<file path="config.mk">
export PLATFORM = sky130hd
export DESIGN_NAME = adc_capture_writer
export DESIGN_NICKNAME = d
export VERILOG_FILES = /design/src/rtl/adc_capture_writer.sv
export SDC_FILE = /design/constraint.sdc
export NUM_CORES = 1
export LEC_CHECK = 0
export CORE_MARGIN = 2
export CORE_UTILIZATION = 35
export DETAILED_ROUTE_END_ITERATION = 7
export SYNTH_ARGS = -nofsm -noshare
export SYNTH_HDL_FRONTEND = slang
export SYNTH_SLANG_ARGS = --single-unit
</file>
<file path="constraint.sdc">
create_clock -name i_clk -period 3.1 [get_ports i_clk]
set_clock_uncertainty 0.05 [all_clocks]
set_input_delay 0.62 -clock i_clk [delete_from_list [all_inputs] [get_ports i_clk]]
set_output_delay 0.62 -clock i_clk [all_outputs]
set_load 0.02 [all_outputs]
</file>
<file path="src/rtl/adc_capture_writer.sv">
`default_nettype none
// ============================================================================
// Module   : adc_capture_writer
// Brief    : Armed circular capture of ADC words into sample RAM, with a
//            lane-0 rising-threshold / software trigger and fixed-length
//            post-trigger recording.
// Options  : ADC_CAPTURE_TESTPAT_EN - write a 64-bit word counter instead of
//            i_data (trigger detection still uses i_data lane 0).
// Revision : 1.0 - initial release
// ============================================================================
module adc_capture_writer #(
    parameter int ADDR_W     = 14,
    parameter int PRE_DEPTH  = 1024,
    parameter int POST_DEPTH = 4096
) (
    input  logic              i_clk,
    input  logic              i_rst,
    input  logic [63:0]       i_data,
    input  logic              i_valid,
    input  logic              i_arm,
    input  logic              i_abort,
    input  logic              i_force_trig,
    input  logic [15:0]       i_threshold,
    output logic [63:0]       o_data,
    output logic [ADDR_W-1:0] o_address,
    output logic [7:0]        o_byteen,
    output logic              o_wbit,
    output logic [ADDR_W-1:0] o_trig_addr,
    output logic [ADDR_W-1:0] o_start_addr,
    output logic              o_armed,
    output logic              o_done
);

    localparam int PRE_W  = (PRE_DEPTH < 1) ? 1 : $clog2(PRE_DEPTH + 1);
    localparam int POST_W = $clog2(POST_DEPTH + 1);

    localparam logic [PRE_W-1:0]  c_PRE_FULL    = PRE_W'(PRE_DEPTH);
    localparam logic [POST_W-1:0] c_POST_PENULT = POST_W'(POST_DEPTH - 1);
    localparam logic [ADDR_W-1:0] c_PRE_OFS     = ADDR_W'(PRE_DEPTH);
    localparam logic [7:0]        c_BYTEEN      = 8'hFF;

    typedef enum logic [1:0] {
        S_IDLE  = 2'd0,
        S_ARMED = 2'd1,
        S_POST  = 2'd2,
        S_DONE  = 2'd3
    } state_t;

    state_t              r_state;
    logic [ADDR_W-1:0]   r_wp;
    logic [PRE_W-1:0]    r_pre_cnt;
    logic [POST_W-1:0]   r_post_cnt;
    logic                r_hist;
    logic [15:0]         r_prev_lane0;
    logic [63:0]         r_data;
    logic [ADDR_W-1:0]   r_address;
    logic                r_wbit;
    logic [ADDR_W-1:0]   r_trig_addr;
    logic [ADDR_W-1:0]   r_start_addr;
    logic                r_armed;
    logic                r_done;

    logic [15:0]         w_lane0;
    logic                w_pre_full;
    logic                w_level_hit;
    logic                w_trigger;
    logic                w_arm_ok;
    logic [63:0]         w_wr_data;

    assign w_lane0     = i_data[15:0];
    assign w_pre_full  = (r_pre_cnt == c_PRE_FULL);
    assign w_level_hit = r_hist && (r_prev_lane0 < i_threshold) && (w_lane0 >= i_threshold);
    // A trigger seen before the pre-trigger window is full is simply dropped.
    assign w_trigger   = i_valid && w_pre_full && (i_force_trig || w_level_hit);
    assign w_arm_ok    = !i_abort && i_arm && ((r_state == S_IDLE) || (r_state == S_DONE));

`ifdef ADC_CAPTURE_TESTPAT_EN
    logic [63:0] r_tp_cnt;
    logic        w_unused_data;

    assign w_unused_data = ^i_data[63:16];

    always_ff @(posedge i_clk) begin
        if (i_rst) begin
            r_tp_cnt <= '0;
        end else if (w_arm_ok) begin
            r_tp_cnt <= '0;
        end else if (!i_abort && i_valid && ((r_state == S_ARMED) || (r_state == S_POST))) begin
            r_tp_cnt <= r_tp_cnt + 64'd1;
        end
    end

    assign w_wr_data = r_tp_cnt;
`else
    assign w_wr_data = i_data;
`endif

    always_ff @(posedge i_clk) begin
        if (i_rst) begin
            r_state      <= S_IDLE;
            r_wp         <= '0;
            r_pre_cnt    <= '0;
            r_post_cnt   <= '0;
            r_hist       <= 1'b0;
            r_prev_lane0 <= '0;
            r_data       <= '0;
            r_address    <= '0;
            r_wbit       <= 1'b0;
            r_trig_addr  <= '0;
            r_start_addr <= '0;
            r_armed      <= 1'b0;
            r_done       <= 1'b0;
        end else begin
            r_wbit <= 1'b0;
            if (i_abort) begin
                r_state <= S_IDLE;
                r_armed <= 1'b0;
                r_done  <= 1'b0;
            end else begin
                case (r_state)
                    S_IDLE, S_DONE: begin
                        // o_done lags the DONE entry by one cycle so it follows the last write.
                        r_done <= (r_state == S_DONE) && !i_arm;
                        if (w_arm_ok) begin
                            r_state    <= S_ARMED;
                            r_armed    <= 1'b1;
                            r_wp       <= '0;
                            r_pre_cnt  <= '0;
                            r_post_cnt <= '0;
                            r_hist     <= 1'b0;
                        end
                    end
                    S_ARMED: begin
                        if (i_valid) begin
                            r_wbit       <= 1'b1;
                            r_data       <= w_wr_data;
                            r_address    <= r_wp;
                            r_wp         <= r_wp + 1'b1;
                            r_prev_lane0 <= w_lane0;
                            r_hist       <= 1'b1;
                            if (!w_pre_full) begin
                                r_pre_cnt <= r_pre_cnt + 1'b1;
                            end
                            if (w_trigger) begin
                                r_trig_addr  <= r_wp;
                                r_start_addr <= r_wp - c_PRE_OFS;
                                r_post_cnt   <= POST_W'(1);
                                if (POST_DEPTH == 1) begin
                                    r_state <= S_DONE;
                                    r_armed <= 1'b0;
                                end else begin
                                    r_state <= S_POST;
                                end
                            end
                        end
                    end
                    S_POST: begin
                        if (i_valid) begin
                            r_wbit     <= 1'b1;
                            r_data     <= w_wr_data;
                            r_address  <= r_wp;
                            r_wp       <= r_wp + 1'b1;
                            r_post_cnt <= r_post_cnt + 1'b1;
                            if (r_post_cnt == c_POST_PENULT) begin
                                r_state <= S_DONE;
                                r_armed <= 1'b0;
                            end
                        end
                    end
                    default: begin
                        r_state <= S_IDLE;
                        r_armed <= 1'b0;
                        r_done  <= 1'b0;
                    end
                endcase
            end
        end
    end

    assign o_data       = r_data;
    assign o_address    = r_address;
    assign o_byteen     = c_BYTEEN;
    assign o_wbit       = r_wbit;
    assign o_trig_addr  = r_trig_addr;
    assign o_start_addr = r_start_addr;
    assign o_armed      = r_armed;
    assign o_done       = r_done;

endmodule
`default_nettype wire
</file>
==> implementation parameters, run 1 <==
Parameter                              Value

Outcome
  Status    completed

Die
  Boundary pin count    ~200
  Area of the core region    0.01965 mm²
  Die Width    146.1 µm
  Standard-cell rows    51
  Die Ht    approximately 150 µm
  Effective utilization at floorplan    between 30% and 40%
  Die Outline Area    about 0.021 mm²

Timing
  Unrepaired setup endpoints after global routing    no
  Tmin final    2.902 ns
  Final hold violations    0
  Worst slew pin tran    0.8301 ns
  Ratio of final minimum period to clock period    93.60%
  Smallest hold slack    0.4029 ns
  Number of setup violations in the final report    0
  Max Clk Rate    0.3446 GHz
  Relative slew slack    44.66%
  Max-slew violation count    0

Layout
  Area occupied by registers    0.003123 mm²
  Filler Cells Inserted    1977
  Multi-input combinational cell area    0.003541 mm²
  Diode insertion count for antenna repair    0
  Share of post-route cells with drive strength above 1    8.060%
  Number of nets in the finished design    1182
  Area added between synthesis and finish    41.34%

Routing
  DR iter-0 viols    249
  Antenna viol nets, final    0
  Post-route DRC    0
  Drt via density    4.815
  Final routed wirelength across all metal layers    19390 µm
  Total via count after detailed routing    6414
  Detailed-router iteration count before antenna repair    6
  Routed length per instance    14.56 µm

Global routing
  Overflow left after global routing    0
  First-pass GRT wire length    31460 µm
  GRT Util Overall    18.02%
  Number of antenna violations at the first check in global routing    0
  Maximum number of pins on one net before global-route repair    around 140
  Via count of the first global-routing pass    6077

CTS
  Root buf cell    sky130_fd_sc_hd__clkbuf_16
  Clock H-tree levels    4
  TritonCTS clock tree    yes
  Post-cts repair resize count    0
  Post-CTS Hold Fix Bufs    0
  Clk buf depth    2
  CTS sink cnt    around 160
  Clock-pin slew on the worst setup and hold paths    ~0.07 ns
  Number of buffers created by CTS    17
  Clock latency on the worst-skew pair    0.43 ns
  Setup Buffers After CTS    0

Yosys
  Synth Register Bits    156
  Number of cells produced by synthesis    860
  Top flip-flop cell by instance count after synthesis    sky130_fd_sc_hd__dfxtp_1
  Count of flip-flops with a built-in enable after synthesis    0
  Yosys synthesis warning count    0
  Number of different library cells in the post-synthesis netlist    57
  Share of flip-flops with an asynchronous set or reset after synthesis    0%
  Syn Area/Cell    8.214 µm²
  Sequential cell area fraction in the yosys report    44.21%
  Area of the mapped netlist    0.007064 mm²

Critical path
  Arrival @ worst endpoint    3.16 ns
  Required time of the critical path    3.36 ns
  Worst Setup SP    i_data[0]
  CP most frequent cell    sky130_fd_sc_hd__a2111oi_1
  Worst setup EP type    flop
  Setup Crit Path Kind    in2reg
  Worst-path fanout max    4
  Worst stage delay on the critical path    0.50 ns
  Number of buffer and inverter instances along the worst setup path    2
  Kind of start point of the critical path    input pin
  Kind of cell adding the most delay to the critical path    compound AO/OA/AOI/OAI gates
  Worst R2R Start    r_state[0]
  Critical-path top delay cell    sky130_fd_sc_hd__clkdlybuf4s50_1
  Cell chain of the critical path    clkdlybuf4s50_1, inv_1, ha_1, nand2b_1, a2111oi_1, o311a_1, o21ai_2, a41o_2, and2_1, a2111oi_1

Min path
  Path category of the worst min-delay check    reg2reg
  Min-delay src    o_data[23]

Placed design
  Placed wire-length estimate    13340 µm
  Placer Congestion    approximately 0.76
  Total of buffers placed on input and output ports    between 150 and 200

Power and ir drop
  PD cells    roughly 460 mW/mm²
  Total power after layout    4.588 mW
  Leakage dissipation    3.785 nW
  Worst supply voltage drop on vdd    0.3510 mV

Flow run
  Number of maximum-capacitance violations    0
==> worst paths after layout <==
kind / endpoint / slack [ns] / cells after the start
max: r_state[0] / 0.20 / 10
min: o_data[23] / 0.40 / 2
max reg2reg: r_wp[13] / 0.55 / 9
min reg2reg: o_data[23] / 0.40 / 2
==> synth_stat cells, drive strengths merged, types with 2 or more instances <==
cell	count	area, µm²
clkbuf	39	146.4
nand3	17	85.08
a21o	4	30.03
nand4	12	75.07
a32o	9	90.09
ha	42	525.5
inv	30	112.6
nor3	14	86.34
o311a	2	21.27
nand2	218	818.3
a2111oi	4	55.06
nand2b	7	51.30
nor2	55	206.5
nor2b	5	31.28
o211ai	6	45.04
nor4	2	12.51
dfxtp	156	3123
mux2i	17	170.2
buf	25	176.4
or3	3	18.77
and3	8	50.05
o21ai	10	53.80
a41oi	2	36.29
xor2	15	131.4
and4	3	26.28
a211oi	2	27.53
xnor2	6	52.55
a21oi	123	615.6
o21a	6	45.04
or2	2	12.51
==> report_power, final <==
group | internal [mW] | switching (mW) | leakage [nW]
sequential | 2.02 | 0.0121 | 1.26
combinational | 0.215 | 0.211 | 2.23
clock | 1.19 | 0.939 | 0.299
total | 3.43 | 1.16 | 3.78
==> state kept, by name, indices dropped and copies added (netlist names) <==
signal	cells
o_address	14
o_armed	1
r_pre_cnt	11
o_done	1
r_post_cnt	13
r_state	2
r_prev_lane0	16
o_data	64
o_trig_addr	14
r_hist	1
o_wbit	1
r_wp	14
o_start_addr	4
==> layer usage <==
layer	share of wire [%]	routed length [µm]	global-route usage, %
met1	49	9443	24.31
met2	45	8643	29.15
met3	5.5	1064	3.969
met4	1.2	241	5.000
met5	0	0	0
==> cells in the final DEF (no fill, tap or decap), types with 12 or more instances in the layout <==
master,Yosys,routed
sky130_fd_sc_hd__nand2_1,218,218
sky130_fd_sc_hd__clkdlybuf4s50_1,0,193
sky130_fd_sc_hd__dfxtp_1,156,156
sky130_fd_sc_hd__a21oi_1,123,123
sky130_fd_sc_hd__nor2_1,55,54
sky130_fd_sc_hd__ha_1,42,42
sky130_fd_sc_hd__buf_4,21,35
sky130_fd_sc_hd__inv_1,30,30
sky130_fd_sc_hd__nand3_1,17,17
sky130_fd_sc_hd__mux2i_1,17,17
sky130_fd_sc_hd__clkbuf_16,0,17
sky130_fd_sc_hd__xor2_1,15,15
sky130_fd_sc_hd__nand4_1,12,12
sky130_fd_sc_hd__nor3_1,12,12
==> worst min-delay path, stage by stage (launching register included) <==
cell                      delay [ns]
sky130_fd_sc_hd__dfxtp_1        0.31
sky130_fd_sc_hd__nand2_1        0.05
sky130_fd_sc_hd__a21oi_1        0.05
==> kinds of logic (layout without fill, tap and decap cells) <==
| logic type | Yosys count | after routing | share of synthesized area, % |
|---|---|---|---|
| XOR/XNOR | 21 | 21 | 2.604 |
| adder cells (fa/ha/maj) | 42 | 42 | 7.439 |
| AND/OR/NAND/NOR | 354 | 354 | 21.87 |
| buffers and inverters | 94 | 294 | 6.164 |
| other | 1 | 8 | 0.05308 |
| multiplexers | 17 | 17 | 2.409 |
| AO/OA/AOI/OAI | 175 | 175 | 15.25 |
| flip-flops | 156 | 156 | 44.21 |
==> cell type report <==
cell class / count / area share [%]
sequential: 156 / 31.28
tap: 265 / 3.321
timing repair buffer: 232 / 22.78
multi-input combinational: 617 / 35.46
clock inverter: 13 / 1.491
inverter: 30 / 1.128
clock buffer: 19 / 4.536
==> through the flow <==
stage	setup WS, ns	TNS [ns]	cells	instance area [µm²]	util (%)
floorplan	0.4113	0	867	7091	-
global placement	-0.2270	-5.070	1300	9382	47.73
detailed placement	-0.2599	-5.399	1300	9382	47.73
CTS	0.1755	0	1332	9983	50.80
global route	0.01432	0	1332	9985	50.80
finish	0.1985	0	1332	9985	50.80
(Power assumes the default switching activity.)
==> run 2, diff against run 1 <==
- CORE_MARGIN: 2 -> unset
- CORE_UTILIZATION: 35 -> 48
- PLACE_DENSITY: unset -> 0.81
==> implementation parameters, run 2 (synthesized netlist as in run 1, its figures left out) <==
Parameter                              Value

Global routing
  Overflow left after global routing    0 (unchanged)
  First-pass GRT wire length    28450 µm (-9.6%)
  Via count of the first global-routing pass    5879 (-3.3%)
  Maximum number of pins on one net before global-route repair    138 (unchanged)
  GRT Util Overall    24.12% (+6.1 points)
  Number of antenna violations at the first check in global routing    0 (unchanged)

Min path
  Path category of the worst min-delay check    reg2reg
  Worst hold stages    2 (unchanged)
  Min-delay src    o_data[15]
  Worst hold endpoint    o_data[15]

Routing
  Drt via density    5.271 (+9.5%)
  Antenna viol nets, final    0 (unchanged)
  Post-route DRC    0 (unchanged)
  Final routed wirelength across all metal layers    18460 µm (-4.8%)
  Routed length per instance    14.87 µm (+2.2%)
  Total via count after detailed routing    6541 (+2.0%)
  DR iter-0 viols    403 (+62%)
  Detailed-router iteration count before antenna repair    5 (-1)

Critical path
  Terminus of the critical flop-to-flop path    r_wp[13]
  Worst setup EP type    flop
  Cell chain of the critical path    clkdlybuf4s50_1, inv_1, ha_1, nand2b_1, a2111oi_1, o311a_1, o21ai_2, a41o_2, and2_1, a2111oi_1
  Worst R2R Start    r_state[0]
  Worst-path fanout max    4 (unchanged)
  Required time of the critical path    3.35 ns (about the same)
  CP most frequent cell    sky130_fd_sc_hd__a2111oi_1
  Arrival @ worst endpoint    3.21 ns (+0.05 ns)
  Critical-path top delay cell    sky130_fd_sc_hd__clkdlybuf4s50_1
  Setup Crit Path Kind    in2reg
  Number of cells on the worst reg-to-reg path    9 (unchanged)
  Register-to-register path setup slack    0.52 ns (-0.03 ns)
  Kind of start point of the critical path    input pin
  Worst stage delay on the critical path    0.49 ns (about the same)

Die
  Area of the core region    0.01410 mm² (-28%)
  Standard-cell rows    43 (-16%)
  Die Width    123.3 µm (-16%)
  Boundary pin count    203 (unchanged)
  Effective utilization at floorplan    50.12% (+14 points)
  Die Ht    123.3 µm (-16%)
  Die Outline Area    0.01521 mm² (-29%)

Layout
  Filler-free cell count of the finished design    1241 (-6.8%)
  Diode insertion count for antenna repair    0 (unchanged)
  Area occupied by registers    0.003123 mm² (unchanged)
  Most common cell after layout, fill and taps aside    sky130_fd_sc_hd__nand2_1
  Number of nets in the finished design    1176 (-0.51%)
  Multi-input combinational cell area    0.003541 mm² (unchanged)
  Filler Cells Inserted    1102 (-44%)
  Flip-flop count of the largest register, all copies and words added    64 (unchanged)
  Final std cell area, no fill    0.009841 mm² (-1.4%)
  Area added between synthesis and finish    39.30%
  Leading cell types in the layout, fill and taps excluded    218 x sky130_fd_sc_hd__nand2_1, 193 x sky130_fd_sc_hd__clkdlybuf4s50_1, 156 x sky130_fd_sc_hd__dfxtp_1
  Share of post-route cells with drive strength above 1    7.352% (-0.71 points)

Timing
  Worst slew pin tran    0.6226 ns (-0.2076 ns)
  Accumulated negative setup slack    0 ns (unchanged)
  Max Clk Rate    0.3380 GHz (-1.9%)
  Tmin final    2.959 ns (+0.05706 ns)
  Final critical-path setup slack    0.1414 ns (-0.05706 ns)
  Ratio of final minimum period to clock period    95.44% (+1.8 points)
  Relative slew slack    58.50% (+14 points)
  Number of setup violations in the final report    0 (unchanged)
  Final hold violations    0 (unchanged)
  Max-slew violation count    0 (unchanged)
  Unrepaired setup endpoints after global routing    no

Outcome
  Status    completed

Placed design
  Worst slack, placed    -0.2932 ns (-0.03326 ns)
  Placed wire-length estimate    12520 µm (-6.2%)
  Total placed instance area    0.009230 mm² (-1.6%)
  Placer Congestion    0.8160 (+7.2%)
  DP Cell Count    1209 (-7.0%)
  Total of buffers placed on input and output ports    194 (unchanged)

Power and ir drop
  Worst supply voltage drop on vdd    0.3868 mV (+10%)
  PD cells    465.8 mW/mm² (+1.4%)
  Leakage dissipation    3.744 nW (-1.1%)

CTS
  Clock H-tree levels    4 (unchanged)
  Number of buffers created by CTS    17 (unchanged)
  Setup Buffers After CTS    0 (unchanged)
  Clock-pin slew on the worst setup and hold paths    0.06 ns (about the same)
  Clk buf depth    2 (unchanged)
  TritonCTS clock tree    yes
  Clock latency on the worst-skew pair    0.42 ns (about the same)
  Root buf cell    sky130_fd_sc_hd__clkbuf_16
  CTS sink cnt    156 (unchanged)

Flow run
  Number of maximum-capacitance violations    0 (unchanged)
run 2: cell count changes in the layout (fill, tap and decap cells not counted):
cell,before,now
sky130_fd_sc_hd__clkbuf_8,2,1
sky130_fd_sc_hd__inv_6,4,2
sky130_fd_sc_hd__clkinvlp_4,0,2
sky130_fd_sc_hd__inv_8,4,0
sky130_fd_sc_hd__bufinv_16,1,3
sky130_fd_sc_hd__clkbuf_1,0,2
sky130_fd_sc_hd__clkinv_8,1,0
sky130_fd_sc_hd__buf_4,35,29
sky130_fd_sc_hd__clkinv_4,2,4
run 2: routing by layer:
metal | track usage (%) | vias to the layer above | routed length, µm
met5 | 0 | - | 0
met1 | 29.43 | 3058 | 7919
met2 | 40.96 | 205 | 8884
li1 | - | 3258 | -
met3 | 5.950 | 20 | 1367
met4 | 8.886 | 0 | 286
run 2: timing repair:
item | CTS | global route
hold buffers | 0 | 0
setup endpoints to repair | 0 | 1
gates resized for setup | 0 | 1
run 2: power by group:
part	total [mW]	internal (mW)	switching (mW)	leakage, nW
clock network	2.13	1.30	0.834	0.291
registers	2.04	2.02	0.0125	1.26
logic	0.419	0.209	0.210	2.19
run 2: worst max-delay path by stage:
stage,slack (ns),end,from,cells past startpoint
6_report,0.14,r_state[0],i_data[0],10
5_1_grt,0.04,r_state[0],i_data[0],10
4_1_cts,0.14,r_state[0],i_data[0],10
3_5_place_dp,-0.29,r_state[0],i_data[0],10
3_3_place_gp,-0.24,r_state[0],i_data[0],10
2_1_floorplan,0.41,r_post_cnt[12],i_threshold[14],9
run 2: per-stage QoR:
stage	hold WS [ns]	power (mW)	utilization, %
floorplan	0.3867	2.283	-
global placement	0.3909	2.489	65.48
detailed placement	0.3955	2.495	65.48
CTS	0.4039	4.616	69.80
global route	0.4172	4.744	69.81
finish	0.4009	4.584	69.81
run 2: worst max-delay path, delay by kind of cell:
family                   cells  cell delay, ns
buffers and inverters        2            0.54
adder cells (fa/ha/maj)      1            0.27
AO/OA/AOI/OAI                5            1.43
AND/OR/NAND/NOR              2            0.34
run 2: final cells by class:
cell class / count / area share (%)
Timing Repair Buffer: 226 / 22.66
Clock buffer: 20 / 4.539
Tap cell: 180 / 2.289
Sequential cell: 156 / 31.74
Inverter: 30 / 1.144
Multi-Input combinational cell: 617 / 35.98
Clock inverter: 12 / 1.653
